==> src/rtl/eda_output_reader.sv <==
// Streams a snapshot of the MxN regional-max flag matrix row-major over valid/ready,
// OUT_WIDTH flags per beat, and reports the count of set flags with a done pulse.
`ifndef CFG_M
  `define CFG_M 4
`endif
`ifndef CFG_N
  `define CFG_N 8
`endif
`ifndef CFG_I_WIDTH
  `define CFG_I_WIDTH 2
`endif

module eda_output_reader #(
  parameter  int M         = `CFG_M,
  parameter  int N         = `CFG_N,
  parameter  int I_WIDTH   = `CFG_I_WIDTH,
  parameter  int OUT_WIDTH = 8,
  localparam int BEATS     = (N + OUT_WIDTH - 1) / OUT_WIDTH,
  localparam int B_WIDTH   = (BEATS > 1) ? $clog2(BEATS) : 1,
  localparam int CNT_WIDTH = $clog2(M * N + 1)
) (
  input  logic                      clk,
  input  logic                      reset,
  input  logic                      clear,
  input  logic                      start,
  input  logic [M-1:0][N-1:0]       matrix_in,
  input  logic                      out_ready,
  output logic                      out_valid,
  output logic [OUT_WIDTH-1:0]      out_data,
  output logic [I_WIDTH-1:0]        out_row,
  output logic [B_WIDTH-1:0]        out_beat,
  output logic                      out_last,
  output logic                      busy,
  output logic                      done,
  output logic [CNT_WIDTH-1:0]      max_count
);

  localparam logic [1:0] IDLE = 2'd0;
  localparam logic [1:0] SEND = 2'd1;
  localparam logic [1:0] FIN  = 2'd2;

  localparam logic [I_WIDTH-1:0] LAST_ROW  = I_WIDTH'(M - 1);
  localparam logic [B_WIDTH-1:0] LAST_BEAT = B_WIDTH'(BEATS - 1);

  logic [1:0]               state;
  logic [M-1:0][N-1:0]      snap;
  logic [CNT_WIDTH-1:0]     acc;
  logic [CNT_WIDTH-1:0]     beat_ones;
  logic [I_WIDTH-1:0]       nxt_row;
  logic [B_WIDTH-1:0]       nxt_beat;
  logic [OUT_WIDTH-1:0]     nxt_data;
  logic                     hs;
  logic                     take;

  // Columns past N in a partial final beat read as zero.
  function automatic logic [OUT_WIDTH-1:0] slice_of(input logic [N-1:0] flags,
                                                    input logic [B_WIDTH-1:0] b);
    logic [OUT_WIDTH-1:0] r;
    r = '0;
    for (int k = 0; k < OUT_WIDTH; k++) begin
      if (int'(b) * OUT_WIDTH + k < N) r[k] = flags[int'(b) * OUT_WIDTH + k];
    end
    return r;
  endfunction

  assign hs        = out_valid & out_ready;
  assign take      = (state == IDLE) & start & ~reset & ~clear;
  assign beat_ones = CNT_WIDTH'($countones(out_data));

  always_comb begin
    nxt_row  = out_row;
    nxt_beat = out_beat + 1'b1;
    if (out_beat == LAST_BEAT) begin
      nxt_beat = '0;
      nxt_row  = out_row + 1'b1;
    end
    nxt_data = slice_of(snap[nxt_row], nxt_beat);
  end

  always_ff @(posedge clk) begin
    if (take) snap <= matrix_in;
  end

  always_ff @(posedge clk) begin
    if (reset || clear) begin
      state     <= IDLE;
      out_valid <= 1'b0;
      out_data  <= '0;
      out_row   <= '0;
      out_beat  <= '0;
      out_last  <= 1'b0;
      busy      <= 1'b0;
      done      <= 1'b0;
      max_count <= '0;
      acc       <= '0;
    end else begin
      case (state)
        IDLE: begin
          done <= 1'b0;
          if (start) begin
            out_row   <= '0;
            out_beat  <= '0;
            out_data  <= slice_of(matrix_in[0], '0);
            out_last  <= (M == 1) && (BEATS == 1);
            out_valid <= 1'b1;
            busy      <= 1'b1;
            acc       <= '0;
            state     <= SEND;
          end
        end
        SEND: begin
          if (hs) begin
            acc <= acc + beat_ones;
            if (out_last) begin
              out_valid <= 1'b0;
              out_last  <= 1'b0;
              out_data  <= '0;
              out_row   <= '0;
              out_beat  <= '0;
              busy      <= 1'b0;
              done      <= 1'b1;
              max_count <= acc + beat_ones;
              state     <= FIN;
            end else begin
              out_row  <= nxt_row;
              out_beat <= nxt_beat;
              out_data <= nxt_data;
              out_last <= (nxt_row == LAST_ROW) && (nxt_beat == LAST_BEAT);
            end
          end
        end
        FIN: begin
          done  <= 1'b0;
          state <= IDLE;
        end
        default: state <= IDLE;
      endcase
    end
  end

endmodule

==> config.mk <==
export PLATFORM = sky130hd
export DESIGN_NAME = eda_output_reader
export DESIGN_NICKNAME = d
export VERILOG_FILES = /design/src/rtl/eda_output_reader.sv
export SDC_FILE = /design/constraint.sdc
export NUM_CORES = 1
export LEC_CHECK = 0
export BUFFER_PORTS_ARGS = -buffer_cell sky130_fd_sc_hd__buf_2
export CAP_MARGIN = 20
export CORE_MARGIN = 2
export CORE_UTILIZATION = 57
export DETAILED_ROUTE_END_ITERATION = 12
export PLACE_DENSITY = 0.83
export SLEW_MARGIN = 0
export SYNTH_ARGS = -nofsm -noshare
export SYNTH_HDL_FRONTEND = slang
export SYNTH_SLANG_ARGS = --single-unit
==> constraint.sdc <==
create_clock -name clk -period 9.49 [get_ports clk]
set_input_delay 0.4745 -clock clk [delete_from_list [all_inputs] [get_ports clk]]
set_output_delay 0.4745 -clock clk [all_outputs]
set_load 0.01 [all_outputs]
==> metrics.cfg <==
[power]
p_switching_uw=108
pwr-share-seq_pct=53.1
p_int_uw=417
combPwrFrac_pct=6.2
clkPwrFrac_pct=40.8
power_switching_share_pct=20.6
fin_total_pwr_uw=525
irDropWorstVdd_mv=0.106
cellLeakagePower_uw=0.00126
p_per_area_nw_per_um2=173

[clock_tree]
numCtsBuffers=9
hold_buffers=0
root_buffer=clkbuf_8
cts_sinks=59
cts_tree=built
postCtsSetupRepairBufs=0
path_clk_slew_ns=0.06
clock_path_buffers=2
clk_latency_ns=0.33
cts_resized=0
cts_max_level=3

[floorplanning]
dieArea_um2=5080
die_w_um=71.3
core-area_um2=4350
start_util_pct=59.2
fp.dieH_um=71.3
rows=24
pin_count=58

[layout]
final_cell_mix=buf_2, edfxtp_1, dfxtp_1, inv_1, nor2_1
final_common_cell=buf_2
nets=308
syn_to_final_growth_pct=17.5
drive_gt1_share_pct=30.3
n_antenna_cell=0

[timing]
post-route-period-util_pct=37.8
relSlewSlack_pct=37.4
fin_crit_ns=3.59
tightest_slew_ns=0.937
slew_violations=0
rsz0062_at_grt=false
finalHoldViolations=0
finalSetupViolCount=0
timing.setup.tns_ns=0
skew_ns=0.00624
fmax_ghz=0.279

[detailed_routing]
top_layer=met4
num_vias=1810
drc=0
dr_wl_met3_um=398
finalWirelength_um=5010
ant_nets=0
via_per_inst=5.73
drt_iter0_drc=91
dr.pass1.iters=5
avgRoutedWirePerCell_um=15.8
met1_length_um=2000
wl_met2_um=2430

[synth]
yosysSeqAreaShare_pct=58.2
synth_top_area_share_pct=37.3
synth_ff_type=edfxtp_1
synth_top_area_cell=edfxtp_1
synth_edf_count=32
synth.distinct_cells=39
ys_warn_count=0
synthCells=203
ys_async_sr_fraction_pct=0
ys_ff_latch=59
synthTopCellsByArea=edfxtp_1, dfxtp_1, mux4_2
syn-num-nets=252
avgSynthCellArea_um2=12.7
syn_area_um2=2580

[placement]
dp_hpwl_um=3470
gp_congestion=0.816
port_buffers=56

[setup_path]
cp.arrival_ns=3.85
startpoint=out_data[0]
worstSetupEndpointType=flop
crit_buf_inv=1
cp_max_fo=3
r2r-start=out_data[0]
cpMostUsedCell=fa_1
crit_slowest_cell=fa_1
slowest_delay_ns=0.54
critPathRequiredTime_ns=9.75
crit_chain=fa_1, inv_1, fa_1, fa_1, fa_1, fa_1, nor2b_1, o21a_1, nor2_1, or4_1, nand3_1
crit_type=flop to flop
crit_family=adder cells
worstSetupStartpointType=flop

[global_route]
grt_first_pass_wirelength_um=7980
grt_remaining_overflow=0
grt_pass1_vias=1751
antenna_found_initial=0
grt_start_max_net_pins=38
track_usage_pct=21.5

[status]
outcome=finished clean

[flow_run]
maxCapViolCount=0

[min_path]
hold_start=matrix_in[29]
hold_class=primary input to flop

[layer usage]
metal	vias up	global-route usage, %
met4	0	12.8
li1	861	-
met1	841	25.6
met3	17	8.02
met5	-	0
met2	91	33.4
[power by group through the flow]
stage / logic (µW) / clock network, µW / registers (µW)
finish: 32.4 / 214 / 279
global route: 35.7 / 231 / 279
CTS: 32.6 / 219 / 278
detailed placement: 32.6 / 0 / 284
global placement: 30.9 / 0 / 283
floorplan: 19.4 / 0 / 284
[metrics by stage]
stage / area, µm² / utilization, % / hold WS, ns / setup WS [ns] / instances
floorplan: 2580 / - / 0.438 / 6.07 / 203
global placement: 2840 / 65.3 / 0.449 / 6.04 / 300
detailed placement: 2840 / 65.3 / 0.452 / 5.94 / 300
CTS: 3030 / 69.6 / 0.304 / 5.91 / 316
global route: 3030 / 69.6 / 0.298 / 5.75 / 316
finish: 3030 / 69.6 / 0.318 / 5.90 / 316
[state kept, by name (all words and copies together) (netlist names)]
signal,flops
snap,32
out_data,8
acc,6
max_count,6
out_row,2
state,2
busy,1
done,1
out_last,1
[final timing paths]
| check | to | slack [ns] | cells after the start |
|---|---|---|---|
| worst max register to register | max_count[4] | 5.90 | 11 |
| worst min register to register | max_count[2] | 0.46 | 2 |
| worst max-delay path | max_count[4] | 5.90 | 11 |
| worst min-delay path | snap[29] | 0.32 | 1 |
[cell usage after synthesis, drive strengths merged, types with 2 or more instances]
cell and count:
a211oi 3, a21oi 12, a221oi 3, a222oi 5, and2 2, buf 4, clkbuf 7, dfxtp 27
edfxtp 32, fa 5, ha 7, inv 18, mux4 8, nand2 9, nand2b 2, nand3 9
nand4 3, nor2 17, nor3 5, nor4 2, o21ai 4, or3 4, or4 3, xor2 2
[layout make-up]
class,instances,area [µm²]
well taps,52,65.1
inverters,18,67.6
clock inverters,3,37.5
repair buffers,56,280
fillers,317,1320
clock buffers,13,149
flip-flops and latches,59,1500
multi-input cells,115,930
[logic make-up (layout without fill, tap and decap cells)]
family | Yosys count | after routing | share of synthesized area, %
flops | 59 | 59 | 58.2
compound gates | 32 | 32 | 8.49
simple gates | 60 | 60 | 12.2
buf+inv | 29 | 90 | 6.02
xor+xnor | 2 | 2 | 0.679
fa+ha+maj | 12 | 12 | 7.28
other cells | 1 | 1 | 0.145
mux | 8 | 8 | 6.99
Note: power is estimated with default switching activity, not from simulation.
